`src/rtl/multibyte_serial_adder.sv`:
```
// Multi-byte serial adder: streams operand byte pairs LSB first through one
// 8-bit adder, ripples the inter-byte carry through a register, emits one
// registered sum byte per accepted pair and reports the final carry with done.

// Combinational 8-bit adder with carry in/out; the only arithmetic in the block.
module eight_bit_adder (
  input  logic [7:0] a,
  input  logic [7:0] b,
  input  logic       ci,
  output logic [7:0] s,
  output logic       co
);

  // The 9-bit result splits into carry (MSB) and sum byte.
  assign {co, s} = {1'b0, a} + {1'b0, b} + {8'd0, ci};

endmodule

module multibyte_serial_adder #(
  parameter int NUM_BYTES = 4  // operand width in bytes, 1..16
) (
  input  logic       clk,
  input  logic       reset,
  input  logic       start,
  input  logic       cin,
  input  logic       in_valid,
  output logic       in_ready,
  input  logic [7:0] a_byte,
  input  logic [7:0] b_byte,
  output logic       out_valid,
  output logic [7:0] sum_byte,
  output logic [3:0] byte_idx,
  output logic       busy,
  output logic       done,
  output logic       carry_out
);

  localparam logic [1:0] ST_IDLE = 2'b00;
  localparam logic [1:0] ST_RUN  = 2'b01;
  localparam logic [1:0] ST_DONE = 2'b10;

  // Index of the most significant byte; a 4-bit counter covers up to 16 bytes.
  localparam logic [3:0] LAST_IDX = 4'(NUM_BYTES - 1);

  logic [1:0] state;
  logic       carry_reg;   // carry into the byte currently being accepted
  logic [3:0] count;       // index of the next byte to accept
  logic [7:0] byte_sum;
  logic       byte_carry;
  logic       accept;

  eight_bit_adder u_adder (
    .a  (a_byte),
    .b  (b_byte),
    .ci (carry_reg),
    .s  (byte_sum),
    .co (byte_carry)
  );

  // Handshake and status flags decoded directly from the state register.
  always_comb begin
    // NOTE: both outputs get a default before the case so that no state leaves
    // them unassigned, which would otherwise infer a latch.
    in_ready = 1'b0;
    busy     = 1'b0;
    case (state)
      ST_RUN: begin
        in_ready = 1'b1;
        busy     = 1'b1;
      end
      ST_DONE: busy = 1'b1;
      default: ;
    endcase
  end

  assign accept = in_ready & in_valid;

  // Control FSM, carry ripple register and registered result outputs.
  always_ff @(posedge clk) begin
    if (reset) begin
      state     <= ST_IDLE;
      carry_reg <= 1'b0;
      count     <= 4'd0;
      out_valid <= 1'b0;
      sum_byte  <= 8'd0;
      byte_idx  <= 4'd0;
      done      <= 1'b0;
      carry_out <= 1'b0;
    end else begin
      // NOTE: non-blocking assignments throughout, so every register here
      // samples pre-edge values regardless of statement order.
      // out_valid and done are single-cycle pulses unless re-asserted below.
      out_valid <= 1'b0;
      done      <= 1'b0;
      case (state)
        ST_IDLE: begin
          if (start) begin
            carry_reg <= cin;
            count     <= 4'd0;
            carry_out <= 1'b0;
            state     <= ST_RUN;
          end
        end
        ST_RUN: begin
          if (accept) begin
            sum_byte  <= byte_sum;
            byte_idx  <= count;
            out_valid <= 1'b1;
            carry_reg <= byte_carry;
            count     <= count + 4'd1;
            // The last byte's carry is the overall carry; publish it with done
            // so it lines up with the final out_valid.
            if (count == LAST_IDX) begin
              done      <= 1'b1;
              carry_out <= byte_carry;
              state     <= ST_DONE;
            end
          end
        end
        ST_DONE: state <= ST_IDLE;
        default: state <= ST_IDLE;
      endcase
    end
  end

endmodule

```
`config.mk`:
```
export PLATFORM = sky130hd
export DESIGN_NAME = multibyte_serial_adder
export DESIGN_NICKNAME = d
export VERILOG_FILES = /design/src/rtl/multibyte_serial_adder.sv
export SDC_FILE = /design/constraint.sdc
export NUM_CORES = 1
export LEC_CHECK = 0
export CORE_UTILIZATION = 51
export CTS_CLUSTER_SIZE = 8
export DETAILED_ROUTE_END_ITERATION = 7
export PLACE_DENSITY = 0.85
export SETUP_SLACK_MARGIN = 0.2
export SYNTH_ARGS = -nofsm -noshare
export SYNTH_HDL_FRONTEND = slang
export SYNTH_SLANG_ARGS = --single-unit
```
`constraint.sdc`:
```
create_clock -name clk -period 2.81 [get_ports clk]
set_input_delay 0.281 -clock clk [delete_from_list [all_inputs] [get_ports clk]]
set_output_delay 0.281 -clock clk [all_outputs]
set_load 0.1 [all_outputs]
```
==> impl_results.md, run 1 <==
* Syn nets at 191
* Async SR Flop Fraction at 0%
* Fin. Hold Viols at 0
* Fmax at 482 MHz
* Post-Synth Simple-Gate Area at 24.1%
* Setup crit start kind: flip-flop
* FF+latch area at 440 sq um
* Fillers at 235
* Initial core utilization at 53.9%
* Die area at 2830 sq um
* Cells after Synth at 158
* Largest net degree at the start of global routing at 22
* Syn avg cell area at 8.46 sq um
* Clock slew at reported path FFs at 0.11 ns
* CP bufs+invs at 1
* Maximum root-to-sink buffer count at 2
* Core Util, Final at 68.8%
* RSZ-0062 raised after global routing: false
* Row count at 18
* Period utilisation layout at 73.9%
* Synth area leaders: dfxtp_1 33%, ha_1 9.4%, nand2_1 4.8%
* Share of layout cells above drive strength 1 at 15.0%
* Final min period at 2.08 ns
* Violated checks: DRC
* Worst slew margin at 56.0%
* Number of synthesized flops with an enable pin at 0
* PwrDens at 537 nW/um^2
* Skew final at 0.00470 ns
* CP max stage delay at 0.50 ns
* Yosys cell types at 46
* HP Class: flip-flop to flip-flop
* DRT iter0 DRCs at 15
* Multiplexer share of the synthesized area at 0.749%
* Synth Warn # at 0
* CP required at 3.01 ns
* Adder-Cell Fraction of Synth Area at 12.4%
* Crit path depth at 5
* Yosys top cell by area: dfxtp_1
* Leak at 0.685 nW
* DR WL/cell at 13.5 microns
* Largest register FFs at 8
* Sw frac at 43.9%
* Die Y-Extent at 53.2 microns
* Routed vias at 1298
* Die width at 53.2 microns
* CTS Hold Bufs at 0
* FF+latch count, synth at 22
* Vias per cell at 5.82
* Clock power share at 15.6%
* CP Cell Sequence: inv_1 > ha_1 > nand2_2 > a32o_1 > or3b_1
* Vias in the first global route at 1159
* Synth Cell Area at 1340 sq um
* Primary FF master, synth: dfxtp_1
* # IOs at 38
* Clk_lat worst skew at 0.30 ns
* Clk root buf: clkbuf_4
* Final GP Congestion at 0.866
* Reg with most FFs: sum_byte
* Drt first pass iters at 6
* Post-CTS sizing at 0
* Delay-heaviest family, CP: simple AND/OR/NAND/NOR gates
* Ant diodes at 0
* Port bufs at 37
* Area growth syn-to-layout at 27.6%
* Final setup TNS at 0 ns
* Worst Path Max Fanout at 19
* CTS Sinks at 22
* Largest family of logic cells by synthesized area: simple AND/OR/NAND/NOR gates
* Multi-input gate area at 828 sq um
* Nets at 228
* Worst slew pin tran at 0.658 ns
* GRT overflow at 0
* Flop pwr share at 38.3%
* Combinational power share at 46.1%
* Core Area at 2480 sq um
* Worst EP arrival at 2.27 ns
* Int Pwr at 0.513 mW
* Yosys top cell area share at 33.0%
* Worst path slowest cell: ha_1
* Final setup viols at 0
* Post-route DRC at 1
* Compound-cell area share of the yosys netlist at 23.5%
* GRT Overall Usage at 23.7%
* Antenna Nets Post-Route at 0
* Total CTS buffers at 3
* Biggest regs: sum_byte: 8 flops, byte_idx: 4 flops, count: 4 flops
* Endpoint class of the critical path: flip-flop
* Status: finished with violations
* Max Cap Viol at 0
* CTS tree: built
* Worst hold margin at 0.461 ns
* Worst Hold Depth at 2
* Initial antenna violation count at 0
* CTS H-tree depth at 1
* Slew Limit Fails at 0
* Reg2Reg Depth at 5
* Post-CTS setup buffers at 0
* DP HPWL at 2340 microns
* Post-Route WL at 3010 microns
* Post-Synth XOR/XNOR Area at 1.31%
* Seq/Total Area, Yosys at 33.0%
* Max IR drop VDD at 378 uV
* Global-route wire length before repair at 4950 microns
* Net Switching at 0.402 mW
* Kind of critical path: flip-flop to flip-flop
* Tot Pwr at 0.915 mW
[power groups by stage]
stage / sequential (mW) / combinational (mW) / clock [mW]
CTS: 0.350 / 0.423 / 0.143
finish: 0.351 / 0.422 / 0.142
global route: 0.354 / 0.453 / 0.155
floorplan: 0.453 / 0.229 / 0
global placement: 0.356 / 0.411 / 0
detailed placement: 0.357 / 0.421 / 0
[path summary, 6_finish.rpt]
check	start	to	slack [ns]
hold / removal	byte_idx[2]	byte_idx[2]	0.46
hold reg to reg	byte_idx[2]	byte_idx[2]	0.46
setup reg to reg	state[1]	sum_byte[7]	0.73
setup / recovery	state[1]	sum_byte[7]	0.73
[tightest hold or removal path, stage by stage, from the launching register on]
cell and delay (ns):
dfxtp_1 0.33, nand2_1 0.05, a21oi_1 0.05
[through the flow]
stage | setup WS, ns | cells | area, sq um
finish | 0.733 | 223 | 1710
global route | 0.592 | 223 | 1710
CTS | 0.732 | 223 | 1710
detailed placement | 0.432 | 220 | 1680
global placement | 0.524 | 220 | 1680
floorplan | 0.586 | 158 | 1340
[per-layer routing]
layer  global-route usage [%]  share of wire, %
met1                     30.6                47
met2                     40.7                48
met3                     3.74               4.4
met4                     5.70               1.0
met5                        0                 0
[synthesized netlist by cell type, drive strengths merged, types with 4 or more instances]
cell     n
dfxtp   22
nand3    7
ha      10
buf      4
nand2   18
a211oi   4
o21ai   10
nor2b    5
a21oi   12
inv     11
nor2     9
o211ai   4
nor3     7
[logic make-up (layout without fill, tap and decap cells)]
family,count (synthesis),after routing
buffers and inverters,17,52
flip-flops,22,22
AND/OR/NAND/NOR,58,58
XOR/XNOR,2,2
AO/OA/AOI/OAI,46,46
adder cells (fa/ha/maj),12,12
multiplexers,1,1
[placed cells by master, fill, tap and decap left out, types with 2 or more instances in the layout]
cell / netlist / final
nor2_1: 9 / 9
o211ai_1: 4 / 4
a311oi_1: 2 / 2
ha_1: 10 / 10
clkbuf_4: 0 / 3
fa_1: 2 / 2
o21a_1: 2 / 2
a21oi_1: 12 / 12
nand2_1: 17 / 17
a211o_1: 2 / 2
dfxtp_1: 22 / 22
buf_4: 0 / 18
inv_1: 11 / 11
nand3_1: 7 / 7
a31oi_1: 2 / 2
nor2b_1: 5 / 5
xnor2_1: 2 / 2
o21ai_0: 9 / 9
a211oi_1: 3 / 3
clkdlybuf4s50_1: 0 / 20
nor3_1: 6 / 6
[area by class of cell]
type	instances	share of cell area, %
multi-input combinational	119	48.6
inverter	11	2.42
timing repair buffer	38	19.7
clock buffer	3	1.32
sequential	22	25.8
tap	30	2.20
Note: power is estimated with default switching activity, not from simulation.
==> run 2, diff against run 1 <==
Settings changed: CORE_UTILIZATION 51 to 42, PLACE_DENSITY 0.85 to 0.75.
Clock period 2.81 ns to 1.8 ns, I/O delays scaled along.
==> run 2 against run 1 <==
Effect of this change:
- sequential cell count unchanged
- core utilization down 3.4 points
- highest routed layer unchanged
- largest power group unchanged
- maximum frequency up 14%
- largest cell class unchanged
- sequential share of layout area down 3.2 points
- via count up 8.6%
- clock skew up 0.00052 ns
- clock power rose to 2.8 times the previous value
- critical path depth up 1
- power up 91%
- combinational power up 89%
- the run ends with setup timing left
==> impl_results.md, run 2 (synthesis gave the netlist of run 1 again) <==
* Status: finished with violations
* Violated checks: setup timing
* Area growth syn-to-layout at 48.2%
* # IOs at 38
* Reg2Reg Setup Slack at -0.02 ns
* Flop pwr share at 31.6%
* Combinational power share at 45.6%
* Post-route DRC at 0
* DR WL/cell at 13.5 microns
* Worst hold margin at 0.469 ns
* Clock power share at 22.9%
* CTS H-tree depth at 1
* Period utilisation layout at 101%
* Setup crit start kind: flip-flop
* Die width at 58.4 microns
* Largest register FFs at 8
* Row count at 20
* Final min period at 1.82 ns
* Placed instance count at 249
* Reg2reg start: carry_reg
* CTS tree: built
* Net Switching at 0.699 mW
* Global-route wire length before repair at 5600 microns
* Biggest regs: sum_byte: 8 flops, byte_idx: 4 flops, count: 4 flops
* Initial antenna violation count at 0
* Fmax at 548 MHz
* Commonest non-fill, non-tap cells in the layout: 36 x buf_4, 19 x clkdlybuf4s50_1, 18 x dfxtp_1
* Endpoint class of the critical path: flip-flop
* Final worst setup slack at -0.0235 ns
* Largest net degree at the start of global routing at 21
* DRT iter0 DRCs at 65
* Maximum root-to-sink buffer count at 2
* Worst slew pin tran at 0.451 ns
* Fin. Hold Viols at 0
* Worst setup path start: carry_reg
* Share of layout cells above drive strength 1 at 29.4%
* Die Y-Extent at 58.4 microns
* Reg2Reg Depth at 6
* Sw frac at 40.0%
* CTS Sinks at 22
* Max Cap Viol at 0
* Final GP Congestion at 0.874
* Skew final at 0.00522 ns
* Die area at 3410 sq um
* Layout Cells excl Fill at 258
* Leading cell type in the layout, fill and taps excluded: buf_4
* Port bufs at 37
* Vias in the first global route at 1300
* Worst Path Max Fanout at 3
* Worst EP arrival at 2.05 ns
* Max IR drop VDD at 438 uV
* Ant diodes at 0
* Nets at 248
* RSZ-0062 raised after global routing: true
* Clock slew at reported path FFs at 0.13 ns
* Drt first pass iters at 4
* GRT Overall Usage at 21.1%
* Post-Route WL at 3490 microns
* Worst Setup EP: sum_byte[7]
* Worst path slowest cell: dfxtp_2
* Slew Limit Fails at 0
* CP required at 2.03 ns
* Clk root buf: clkbuf_4
* Worst slew margin at 69.7%
* GRT overflow at 0
* Total CTS buffers at 3
* Clk_lat worst skew at 0.33 ns
* Routed vias at 1409
* Initial core utilization at 44.1%
* Antenna Nets Post-Route at 0
* Int Pwr at 1.05 mW
* FF-to-FF End: sum_byte[7]
* CP max stage delay at 0.36 ns
* Final setup viols at 2
* PwrDens at 883 nW/um^2
* DP HPWL at 2570 microns
* Kind of critical path: flip-flop to flip-flop
* Vias per cell at 5.46
* Core Area at 3030 sq um
* Leak at 0.808 nW
* Reg with most FFs: sum_byte
* CP Cell Sequence: fa_2 > buf_4 > a211o_1 > o211ai_1 > a211oi_2 > or3b_1
* HP Class: flip-flop to flip-flop
## run 2: final cells by class
class | instances | area [sq um]
Tap cell | 44 | 55.1
Inverter | 11 | 41.3
Clock inverter | 1 | 30.0
Clock buffer | 3 | 22.5
Fill cell | 251 | 1050
Timing Repair Buffer | 58 | 509
Sequential cell | 22 | 448
Multi-Input combinational cell | 119 | 875
## run 2: worst max-delay path, delay by kind of cell (launching register included)
| family | cells | cell delay, ns |
|---|---|---|
| AO/OA/AOI/OAI | 3 | 0.50 |
| flip-flops | 1 | 0.36 |
| adder cells (fa/ha/maj) | 1 | 0.36 |
| AND/OR/NAND/NOR | 1 | 0.36 |
| buffers and inverters | 1 | 0.15 |
## run 2: what timing repair did
action	4_1_cts	5_1_grt
setup endpoints to repair	10	11
pin swaps	5	6
hold buffers	0	0
cloned	0	0
resized for setup	4	8
setup buffers	0	5
## run 2: routing by layer
layer / share of wire, % / vias to the layer above / wire length [microns] / global-route usage [%]
met3: 4.7 / 5 / 163 / 2.42
met4: 1.2 / 0 / 43 / 7.48
met5: 0 / - / 0 / 0
li1: - / 685 / - / -
met1: 45 / 667 / 1550 / 26.7
met2: 49 / 52 / 1720 / 37.1
## run 2: how the worst min path moves through the flow
stage / start / depth (start not counted) / endpoint / slack (ns)
2_1_floorplan: start / 2 / count[1] / 0.36
3_3_place_gp: sum_byte[0] / 2 / sum_byte[0] / 0.44
3_5_place_dp: byte_idx[3] / 2 / byte_idx[3] / 0.46
4_1_cts: byte_idx[3] / 2 / byte_idx[3] / 0.47
5_1_grt: byte_idx[1] / 2 / byte_idx[1] / 0.50
6_report: byte_idx[3] / 2 / byte_idx[3] / 0.47
## run 2: power groups by stage
stage | Clock, mW | Sequential [mW] | Combinational [mW]
global placement | 0 | 0.561 | 0.737
global route | 0.414 | 0.556 | 0.848
CTS | 0.396 | 0.553 | 0.756
finish | 0.400 | 0.552 | 0.797
detailed placement | 0 | 0.562 | 0.752
floorplan | 0 | 0.710 | 0.370
## run 2: stage by stage
step	setup TNS, ns	setup slack (ns)	area, sq um	power (mW)	utilization (%)
2_1_floorplan	0	0.142	1360	1.08	-
3_3_place_gp	-1.48	-0.285	1860	1.30	61.5
3_5_place_dp	-2.02	-0.384	1860	1.31	61.5
4_1_cts	0	0.00795	1920	1.70	63.3
5_1_grt	-0.238	-0.0825	1980	1.82	65.4
6_report	-0.0459	-0.0235	1980	1.75	65.4
